File: src/rtl/seq_alu.sv
// seq_alu: multi-cycle ADD/SUB/MUL/DIV unit with start/done handshake.
// MUL is shift-add and DIV is restoring; both share one 2*WIDTH register.
module seq_alu #(
  parameter int unsigned WIDTH = 8
) (
  input  logic             clk,
  input  logic             rst,
  input  logic             start,
  input  logic [1:0]       opcode,
  input  logic [WIDTH-1:0] a,
  input  logic [WIDTH-1:0] b,
  output logic             busy,
  output logic             done,
  output logic [WIDTH-1:0] result,
  output logic [WIDTH-1:0] result_hi,
  output logic             carry,
  output logic             ovf,
  output logic             zero,
  output logic             dbz
);

  localparam int unsigned CW = $clog2(WIDTH);
  localparam int unsigned W2 = 2 * WIDTH;

  localparam logic [1:0] OP_ADD = 2'b00;
  localparam logic [1:0] OP_SUB = 2'b01;
  localparam logic [1:0] OP_DIV = 2'b10;
  localparam logic [1:0] OP_MUL = 2'b11;

  typedef enum logic [1:0] {
    S_IDLE,
    S_EXEC,
    S_DONE
  } state_e;

  state_e           state_q, state_d;
  logic [1:0]       op_q, op_d;
  logic [WIDTH-1:0] a_q, a_d;
  logic [WIDTH-1:0] b_q, b_d;
  logic [CW-1:0]    cnt_q, cnt_d;
  logic [W2-1:0]    p_q, p_d;
  logic [WIDTH-1:0] res_q, res_d;
  logic [WIDTH-1:0] hi_q, hi_d;
  logic             carry_q, carry_d;
  logic             ovf_q, ovf_d;
  logic             zero_q, zero_d;
  logic             dbz_q, dbz_d;

  logic [WIDTH:0]   add_s;
  logic [WIDTH:0]   sub_s;
  logic [WIDTH:0]   mul_s;
  logic [WIDTH:0]   div_t;
  logic [WIDTH:0]   div_s;
  logic [W2-1:0]    mul_p;
  logic [W2-1:0]    div_p;
  logic [W2-1:0]    step_p;
  logic             last;

  assign add_s = {1'b0, a_q} + {1'b0, b_q};
  assign sub_s = {1'b0, a_q} - {1'b0, b_q};

  // MUL: p = {acc, multiplier}; add a when LSB set, then shift right
  assign mul_s = {1'b0, p_q[W2-1:WIDTH]}
               + (p_q[0] ? {1'b0, a_q} : '0);
  assign mul_p = {mul_s, p_q[WIDTH-1:1]};

  // DIV: p = {rem, quotient}; remainder < b so the restored value fits
  assign div_t = {p_q[W2-1:WIDTH], p_q[WIDTH-1]};
  assign div_s = div_t - {1'b0, b_q};
  assign div_p = div_s[WIDTH]
               ? {div_t[WIDTH-1:0], p_q[WIDTH-2:0], 1'b0}
               : {div_s[WIDTH-1:0], p_q[WIDTH-2:0], 1'b1};

  assign step_p = (op_q == OP_MUL) ? mul_p : div_p;
  assign last   = (cnt_q == CW'(WIDTH - 1));

  always_comb begin
    state_d = state_q;
    op_d    = op_q;
    a_d     = a_q;
    b_d     = b_q;
    cnt_d   = cnt_q;
    p_d     = p_q;
    res_d   = res_q;
    hi_d    = hi_q;
    carry_d = carry_q;
    ovf_d   = ovf_q;
    zero_d  = zero_q;
    dbz_d   = dbz_q;
    unique case (state_q)
      S_IDLE: begin
        if (start) begin
          state_d = S_EXEC;
          op_d    = opcode;
          a_d     = a;
          b_d     = b;
          cnt_d   = '0;
          p_d     = (opcode == OP_MUL)
                  ? {{WIDTH{1'b0}}, b}
                  : {{WIDTH{1'b0}}, a};
        end
      end
      S_EXEC: begin
        unique case (op_q)
          OP_ADD: begin
            state_d = S_DONE;
            res_d   = add_s[WIDTH-1:0];
            hi_d    = '0;
            carry_d = add_s[WIDTH];
            ovf_d   = (a_q[WIDTH-1] == b_q[WIDTH-1])
                   && (add_s[WIDTH-1] != a_q[WIDTH-1]);
            zero_d  = (add_s[WIDTH-1:0] == '0);
            dbz_d   = 1'b0;
          end
          OP_SUB: begin
            state_d = S_DONE;
            res_d   = sub_s[WIDTH-1:0];
            hi_d    = '0;
            carry_d = sub_s[WIDTH];
            ovf_d   = (a_q[WIDTH-1] != b_q[WIDTH-1])
                   && (sub_s[WIDTH-1] != a_q[WIDTH-1]);
            zero_d  = (sub_s[WIDTH-1:0] == '0);
            dbz_d   = 1'b0;
          end
          default: begin
            if (op_q == OP_DIV && b_q == '0) begin
              state_d = S_DONE;
              res_d   = '1;
              hi_d    = a_q;
              carry_d = 1'b0;
              ovf_d   = 1'b0;
              zero_d  = 1'b0;
              dbz_d   = 1'b1;
            end else begin
              p_d   = step_p;
              cnt_d = cnt_q + CW'(1);
              if (last) begin
                state_d = S_DONE;
                res_d   = step_p[WIDTH-1:0];
                hi_d    = step_p[W2-1:WIDTH];
                carry_d = (op_q == OP_MUL)
                       && (step_p[W2-1:WIDTH] != '0);
                ovf_d   = 1'b0;
                zero_d  = (step_p == '0);
                dbz_d   = 1'b0;
              end
            end
          end
        endcase
      end
      S_DONE:  state_d = S_IDLE;
      default: state_d = S_IDLE;
    endcase
  end

  always_ff @(posedge clk) begin
    if (rst) begin
      state_q <= S_IDLE;
      op_q    <= '0;
      a_q     <= '0;
      b_q     <= '0;
      cnt_q   <= '0;
      p_q     <= '0;
      res_q   <= '0;
      hi_q    <= '0;
      carry_q <= 1'b0;
      ovf_q   <= 1'b0;
      zero_q  <= 1'b0;
      dbz_q   <= 1'b0;
    end else begin
      state_q <= state_d;
      op_q    <= op_d;
      a_q     <= a_d;
      b_q     <= b_d;
      cnt_q   <= cnt_d;
      p_q     <= p_d;
      res_q   <= res_d;
      hi_q    <= hi_d;
      carry_q <= carry_d;
      ovf_q   <= ovf_d;
      zero_q  <= zero_d;
      dbz_q   <= dbz_d;
    end
  end

  assign busy      = (state_q != S_IDLE);
  assign done      = (state_q == S_DONE);
  assign result    = res_q;
  assign result_hi = hi_q;
  assign carry     = carry_q;
  assign ovf       = ovf_q;
  assign zero      = zero_q;
  assign dbz       = dbz_q;

endmodule
File: config.mk
export PLATFORM = sky130hd
export DESIGN_NAME = seq_alu
export DESIGN_NICKNAME = d
export VERILOG_FILES = /design/src/rtl/seq_alu.sv
export SDC_FILE = /design/constraint.sdc
export NUM_CORES = 1
export LEC_CHECK = 0
export ABC_AREA = 1
export CAP_MARGIN = 20
export CORE_UTILIZATION = 55
export CTS_CLUSTER_DIAMETER = 40
export DETAILED_ROUTE_END_ITERATION = 8
export DONT_BUFFER_PORTS = 1
export GPL_TIMING_DRIVEN = 0
export PLACE_DENSITY = 0.7
export SETUP_SLACK_MARGIN = 0.1
export SLEW_MARGIN = 10
export SYNTH_ARGS = -nofsm -noshare
export SYNTH_HDL_FRONTEND = slang
export SYNTH_SLANG_ARGS = --single-unit
File: constraint.sdc
create_clock -name clk -period 6.2 [get_ports clk]
set_clock_uncertainty 0.15 [all_clocks]
set_input_delay 1.24 -clock clk [delete_from_list [all_inputs] [get_ports clk]]
set_output_delay 1.24 -clock clk [all_outputs]
set_load 0.05 [all_outputs]
==> flow_summary.yaml, run 1 <==
synth:
  ys_dominant_reg_cell: "dfxtp_1"
  synthesis.nets: 739
  muxShareOfSynthArea_pct: 0
  synth_fa_ha_area_share_pct: 11.35
  synth.cell_area_sq_um: 4456
  post_synth_most_frequent_cells: "nand2_1 (163), inv_1 (93), a21oi_1 (72)"
  ys.warnings.count: 0
  postSynthRegisterBits: 59
  post_synth.cell_area_avg_sq_um: 6.552
  synth_top_family_by_area: "simple AND/OR/NAND/NOR gates"
  synth_compound_gate_area_share_pct: 20.56
  cells_after_synth: 680
  synth-seq-area-share_pct: 26.51
  synth-simple-area-share_pct: 28.53
  synth_top_area_cell: "dfxtp_1"
  synthTopCellsByArea: "dfxtp_1 (27%), nand2_1 (14%), ha_1 (9.5%), a21oi_1 (8.1%), inv_1 (7.8%)"
  synth-edff-count: 0
  ys_async_sr_fraction_pct: 0
  count_leader_synth: "nand2_1"
  synth.lib_cells_used.distinct: 37
  synth-xor-area-share_pct: 2.752
  synth.top_cell.area_share_pct: 26.51
cells_and_area:
  antenna_cells: 0
  layout.core_utilization_pct: 61.23
  layout_cells_sized_above_1_pct: 7.328
  finalNetCount: 750
  area_growth_pct: 6.740
  final.fill_count: 771
power_and_ir_drop:
  power.switching_mw: 0.4729
  p_per_area_nw_per_um2: 245.6
  vdd_ir_drop_max_v: 0.0001437
  part_of_the_total_power_dissipated_in_combinational_logic_pct: 33.2
  static-leakage-power_nw: 2.355
  swShare_pct: 40.49
  clock_power_share_pct: 27.8
  power.sequential.fraction_pct: 39.0
  internal-power_mw: 0.6950
global_route:
  grt_first_pass_wirelength_um: 22340
  vias_in_the_first_global_route: 4440
  gr-total-overflow: 0
  number_of_antenna_violations_at_the_first_check_in_global_routing: 0
  overall_global_routing_resource_usage_pct: 34.71
  grt_max_degree: 11
critical_path:
  path_buf_inv: 1
  slowest_delay_ps: 670
  crit_slowest_cell: "nor2_1"
  cp_top_family: "simple AND/OR/NAND/NOR gates"
  worstSetupEndpointType: "primary output"
  critical_path.startpoint: "state_q[1]"
  cp_cell_sequence: "inv_1 > nor2_1"
  cp_max_fo: 2
  timing.rr.start: "p_q[0]"
  r2r_slack_ps: 3430
  cp-start-kind: "register"
  required_ps: 4810
  timing.critical_path.arrival_ps: 1400
  crit_type: "reg -> out"
floorplan:
  die-height_um: 92.01
  total_core_area_sq_um: 7767
  rows: 32
  boundaryPins: 43
  initial_core_util_pct: 57.36
  die_area_sq_um: 8465
  die_w_um: 92.01
sta:
  rsz0062_at_grt: "no"
  final.setup.tns_ps: 0
  min_period_ps: 2787
  setup_viol_count_final: 0
  maxSlewViolCount: 0
  actual_transition_at_the_worst_max_transition_pin_ps: 882.1
  maxSlewHeadroom_pct: 40.98
  max_freq_mhz: 358.8
  layout_worst_path_cycle_share_pct: 44.95
  hold_viol: 0
drt:
  postRouteAntennaNets: 0
  vias: 4534
  detail_route.iter0.violations: 330
  wl_per_cell_um: 17.15
  drt_first_pass_iters: 5
  average_via_count_per_standard_cell: 5.682
  post-route-drc-count: 0
  totalWireLength_um: 13690
clocking:
  h-tree-depth: 3
  cts.sink_count: 59
  count_of_buffers_added_by_post_cts_timing_repair_for_setup: 0
  holdBufCountCts: 0
  clock-root-buffer: "clkbuf_8"
  cts_tree: "built"
  cts-buffers-inserted: 9
  clock_pin_slew_worst_setup_and_hold_paths_ps: 60
  buffer_levels_on_the_longest_clock_path: 2
  ctsResizeCount: 0
  clock_latency_ps: 360
place:
  detailed_place_hpwl_um: 10880
  finalWeightedCongestion: 1.022
  port-buffer-count: 0
run:
  cap_violations: 0
outcome:
  outcome: "completed"
worst_hold_path:
  worstHoldPathType: "reg -> reg"
  min_from: "cnt_q[1]"
[logic make-up after synthesis]
kind of cell,Yosys count
adder cells (fa/ha/maj),38
XOR/XNOR,14
AND/OR/NAND/NOR,285
AO/OA/AOI/OAI,166
flip-flops,59
buffers and inverters,118
[power groups by stage]
stage / sequential [mW] / combinational (mW) / clock [mW]
after floorplan: 0.452 / 0.290 / 0
after global placement: 0.462 / 0.374 / 0
after detailed placement: 0.463 / 0.378 / 0
after CTS: 0.455 / 0.381 / 0.323
after global routing: 0.458 / 0.433 / 0.340
final: 0.455 / 0.388 / 0.325
[layout by cell type (no fill, tap or decap), types with 7 or more instances in the layout]
master | Yosys | final
nand3_1 | 35 | 35
inv_1 | 93 | 93
dfxtp_1 | 59 | 59
xor2_1 | 12 | 12
nand4_1 | 11 | 11
ha_1 | 34 | 34
clkbuf_8 | 0 | 11
nor2_1 | 43 | 43
nand2_1 | 163 | 163
buf_2 | 7 | 7
o211ai_1 | 10 | 10
o21ai_0 | 61 | 61
clkbuf_1 | 13 | 16
a21oi_1 | 72 | 72
a31oi_1 | 8 | 8
[worst paths after layout]
kind,endpoint,depth (start not counted)
worst max register to register,zero,15
worst min-delay path,cnt_q[1],2
worst min register to register,cnt_q[1],2
worst max-delay path,done,2
[state kept, by name (all words and copies together), names as in the netlist, 2 cells and up]
signal,flops
a_q,8
b_q,8
cnt_q,3
op_q,2
p_q,16
result,8
result_hi,8
state_q,2
[layer usage]
metal  up-vias  GRT usage, %  part of all wire (%)
met5         -             0                     0
met4         0         14.45                   3.1
met3        34         7.048                   7.7
met2       169         54.23                    43
met1      2077         46.54                    46
li1       2254             -                     -
[worst reg2reg max path: stages (launching register included)]
cell,delay (ps)
dfxtp_1,300
clkbuf_1,370
nand2_1,100
inv_1,70
ha_1,200
fa_1,260
a21oi_1,80
o21ai_0,230
a21oi_1,110
o21ai_0,110
nand2_1,110
inv_1,100
nand2_1,60
nor2_1,140
nand3_1,150
a21oi_1,170
[per-stage QoR]
stage | setup slack (ps) | std cells | total power, mW | cell area [sq um] | hold WS [ps]
after floorplan | 3813 | 680 | 0.7424 | 4456 | 291.0
after global placement | 3520 | 782 | 0.8361 | 4583 | 309.1
after detailed placement | 3484 | 782 | 0.8407 | 4583 | 317.9
after CTS | 3401 | 798 | 1.159 | 4756 | 327.8
after global routing | 3259 | 798 | 1.231 | 4756 | 355.9
final | 3413 | 798 | 1.168 | 4756 | 323.3
[final cells by class]
type                    count  area (sq um)  share of cell area (%)
plain buffers              22         98.84                   2.078
clock buffers              14         162.7                   3.420
clock inverters             2         10.01                  0.2105
inverters                  96         360.3                   7.577
multi-input cells         503          2815                   59.19
flip-flops and latches     59          1181                   24.84
well taps                 102         127.6                   2.683
(Power assumes the default switching activity.)
==> run 2, diff against run 1 <==
Settings changed: PLACE_DENSITY 0.7 to 0.73.
Clock period 6.2 ns to 2.3 ns, I/O delays scaled along.
==> run 2 against run 1 <==
The flow now finishes with violations (setup timing). Hold slack got worse by 240 ps. Power grew to 3.2 times the previous value. Combinational power rose to 3.5 times the previous value. Non-clock buffer count is 15 higher. Sequential share of layout area fell by 2.5 points. Clock power rose to 3.4 times the previous value. Critical path type is now reg -> reg.
==> flow_summary.yaml, run 2 (synthesis gave the netlist of run 1 again) <==
clocking:
  cts.sink_count: 59
  holdBufCountCts: 0
  clock_latency_ps: 360
  buffer_levels_on_the_longest_clock_path: 2
  clock_pin_slew_worst_setup_and_hold_paths_ps: 70
  cts-buffers-inserted: 9
  h-tree-depth: 3
  clock-root-buffer: "clkbuf_8"
  cts_tree: "built"
sta:
  max_freq_mhz: 411.6
  actual_transition_at_the_worst_max_transition_pin_ps: 873.1
  hold_viol: 0
  maxSlewHeadroom_pct: 41.58
  timing.final.ws_setup_ps: -129.3
  setup_viol_count_final: 7
  rsz0062_at_grt: "yes"
  min_period_ps: 2429
  maxSlewViolCount: 0
  layout_worst_path_cycle_share_pct: 105.6
  hold-worst-slack_ps: 79.01
critical_path:
  r2r_cells: 18
  cp-start-kind: "register"
  crit_slowest_cell: "fa_2"
  timing.rr.start: "p_q[7]"
  cp_max_fo: 7
  r2r_slack_ps: -130
  critical_path.startpoint: "p_q[7]"
  critical-path-top-cell-by-count: "nand2_1"
  worst_r2r_endpoint: "carry"
  worstSetupEndpointType: "register"
  cp_cell_sequence: "inv_2 > ha_4 > inv_4 > fa_2 > nand2_2 > nand2_4 > nand3_4 > nand2_4 > nand2_4 > nand2_8 > nand2_1 > nand3_2 > nand2_2 > nand2_1 > nor2_4 > nand2_1 > nand2_1 > a21oi_1"
  required_ps: 2390
  crit_type: "reg -> reg"
  cp_top_family: "simple AND/OR/NAND/NOR gates"
  path_buf_inv: 2
  timing.critical_path.arrival_ps: 2520
  slowest_delay_ps: 340
drt:
  vias: 4702
  totalWireLength_um: 14340
  drt_first_pass_iters: 5
  post-route-drc-count: 0
  average_via_count_per_standard_cell: 5.784
  detail_route.iter0.violations: 442
  wl_per_cell_um: 17.64
  postRouteAntennaNets: 0
cells_and_area:
  layout_cells_sized_above_1_pct: 23.21
  layout.cells.most_common_list: "nand2_1 (147), inv_1 (76), a21oi_1 (68)"
  area_growth_pct: 21.20
  antenna_cells: 0
  flip_flop_count_of_the_largest_register_after_layout: 16
  finalNetCount: 765
  final_common_cell: "nand2_1"
  finish.cell_count_without_fillers: 813
  max_flop_register: "p_q"
power_and_ir_drop:
  static-leakage-power_nw: 2.487
  p_per_area_nw_per_um2: 685.2
  vdd_ir_drop_max_v: 0.0003558
place:
  place.detailed.instances: 782
  port-buffer-count: 0
  detailed_place_hpwl_um: 10760
  finalWeightedCongestion: 1.012
global_route:
  gr-total-overflow: 0
  overall_global_routing_resource_usage_pct: 33.91
  number_of_antenna_violations_at_the_first_check_in_global_routing: 0
  grt_first_pass_wirelength_um: 21890
  vias_in_the_first_global_route: 4368
  grt_max_degree: 11
worst_hold_path:
  worstHoldPathType: "in -> reg"
  min_from: "b[0]"
  worst_hold_path.endpoint: "b_q[0]"
  min_path_cells: 2
floorplan:
  die_area_sq_um: 8465
  boundaryPins: 43
  initial_core_util_pct: 57.36
  die-height_um: 92.01
  die_w_um: 92.01
  rows: 32
  total_core_area_sq_um: 7767
run:
  cap_violations: 0
outcome:
  violations: "setup timing"
  outcome: "finished, violations left"
## run 2: cell count changes in the layout (fill, tap and decap cells not counted), moves of 8 or more
cell     before  now
nor2_1       43   33
inv_1        93   76
nor2_4        0    9
nand2_2       6   19
inv_2         1   14
ha_4          0   13
dfxtp_1      59   45
o21ai_0      61   53
ha_1         34   19
nand2_1     163  147
buf_4         2   14
dfxtp_2       0   12
## run 2: worst max-delay path by stage
stage | endpoint | slack (ps) | cells past startpoint
after global placement | carry | -260 | 15
after CTS | carry | -170 | 18
final | carry | -130 | 18
after global routing | result_hi[5] | -230 | 16
after floorplan | carry | 100 | 18
after detailed placement | zero | -280 | 17
## run 2: area by class of cell
type | instances | area (sq um)
plain buffers | 22 | 112.6
well taps | 102 | 127.6
clock inverters | 4 | 72.57
multi-input cells | 503 | 3233
inverters | 96 | 371.6
clock buffers | 12 | 155.1
repair buffers | 15 | 123.9
fillers | 667 | 2367
flip-flops and latches | 59 | 1204
## run 2: through the flow
stage | instance area, sq um | worst slack (ps) | setup TNS (ps) | power (mW) | utilization (%)
finish | 5400 | -129.3 | -442.0 | 3.700 | 69.52
CTS | 4981 | -166.9 | -602.3 | 3.435 | 64.13
detailed placement | 4587 | -280.5 | -1876 | 2.269 | 59.05
floorplan | 4459 | 103.5 | 0 | 2.003 | -
global placement | 4587 | -261.2 | -1602 | 2.257 | 59.05
global route | 5400 | -234.4 | -1636 | 3.878 | 69.52
## run 2: layer usage
layer	GRT usage, %	up-vias	part of all wire, %
met2	54.04	206	45
li1	-	2296	-
met5	0	-	0
met4	10.68	0	3.4
met1	44.77	2166	43
met3	8.706	34	8.7
## run 2: where the power goes
| group | total, mW | internal, mW | switching [mW] |
|---|---|---|---|
| sequential | 1.24 | 1.10 | 0.147 |
| combinational | 1.36 | 0.496 | 0.860 |
| clock | 1.10 | 0.668 | 0.435 |
| total | 3.70 | 2.26 | 1.44 |
## run 2: timing repair
action,in CTS,in global routing
setup endpoints to repair,25,33
buffers inserted,4,11
resized for setup,39,99
pin swaps,13,40
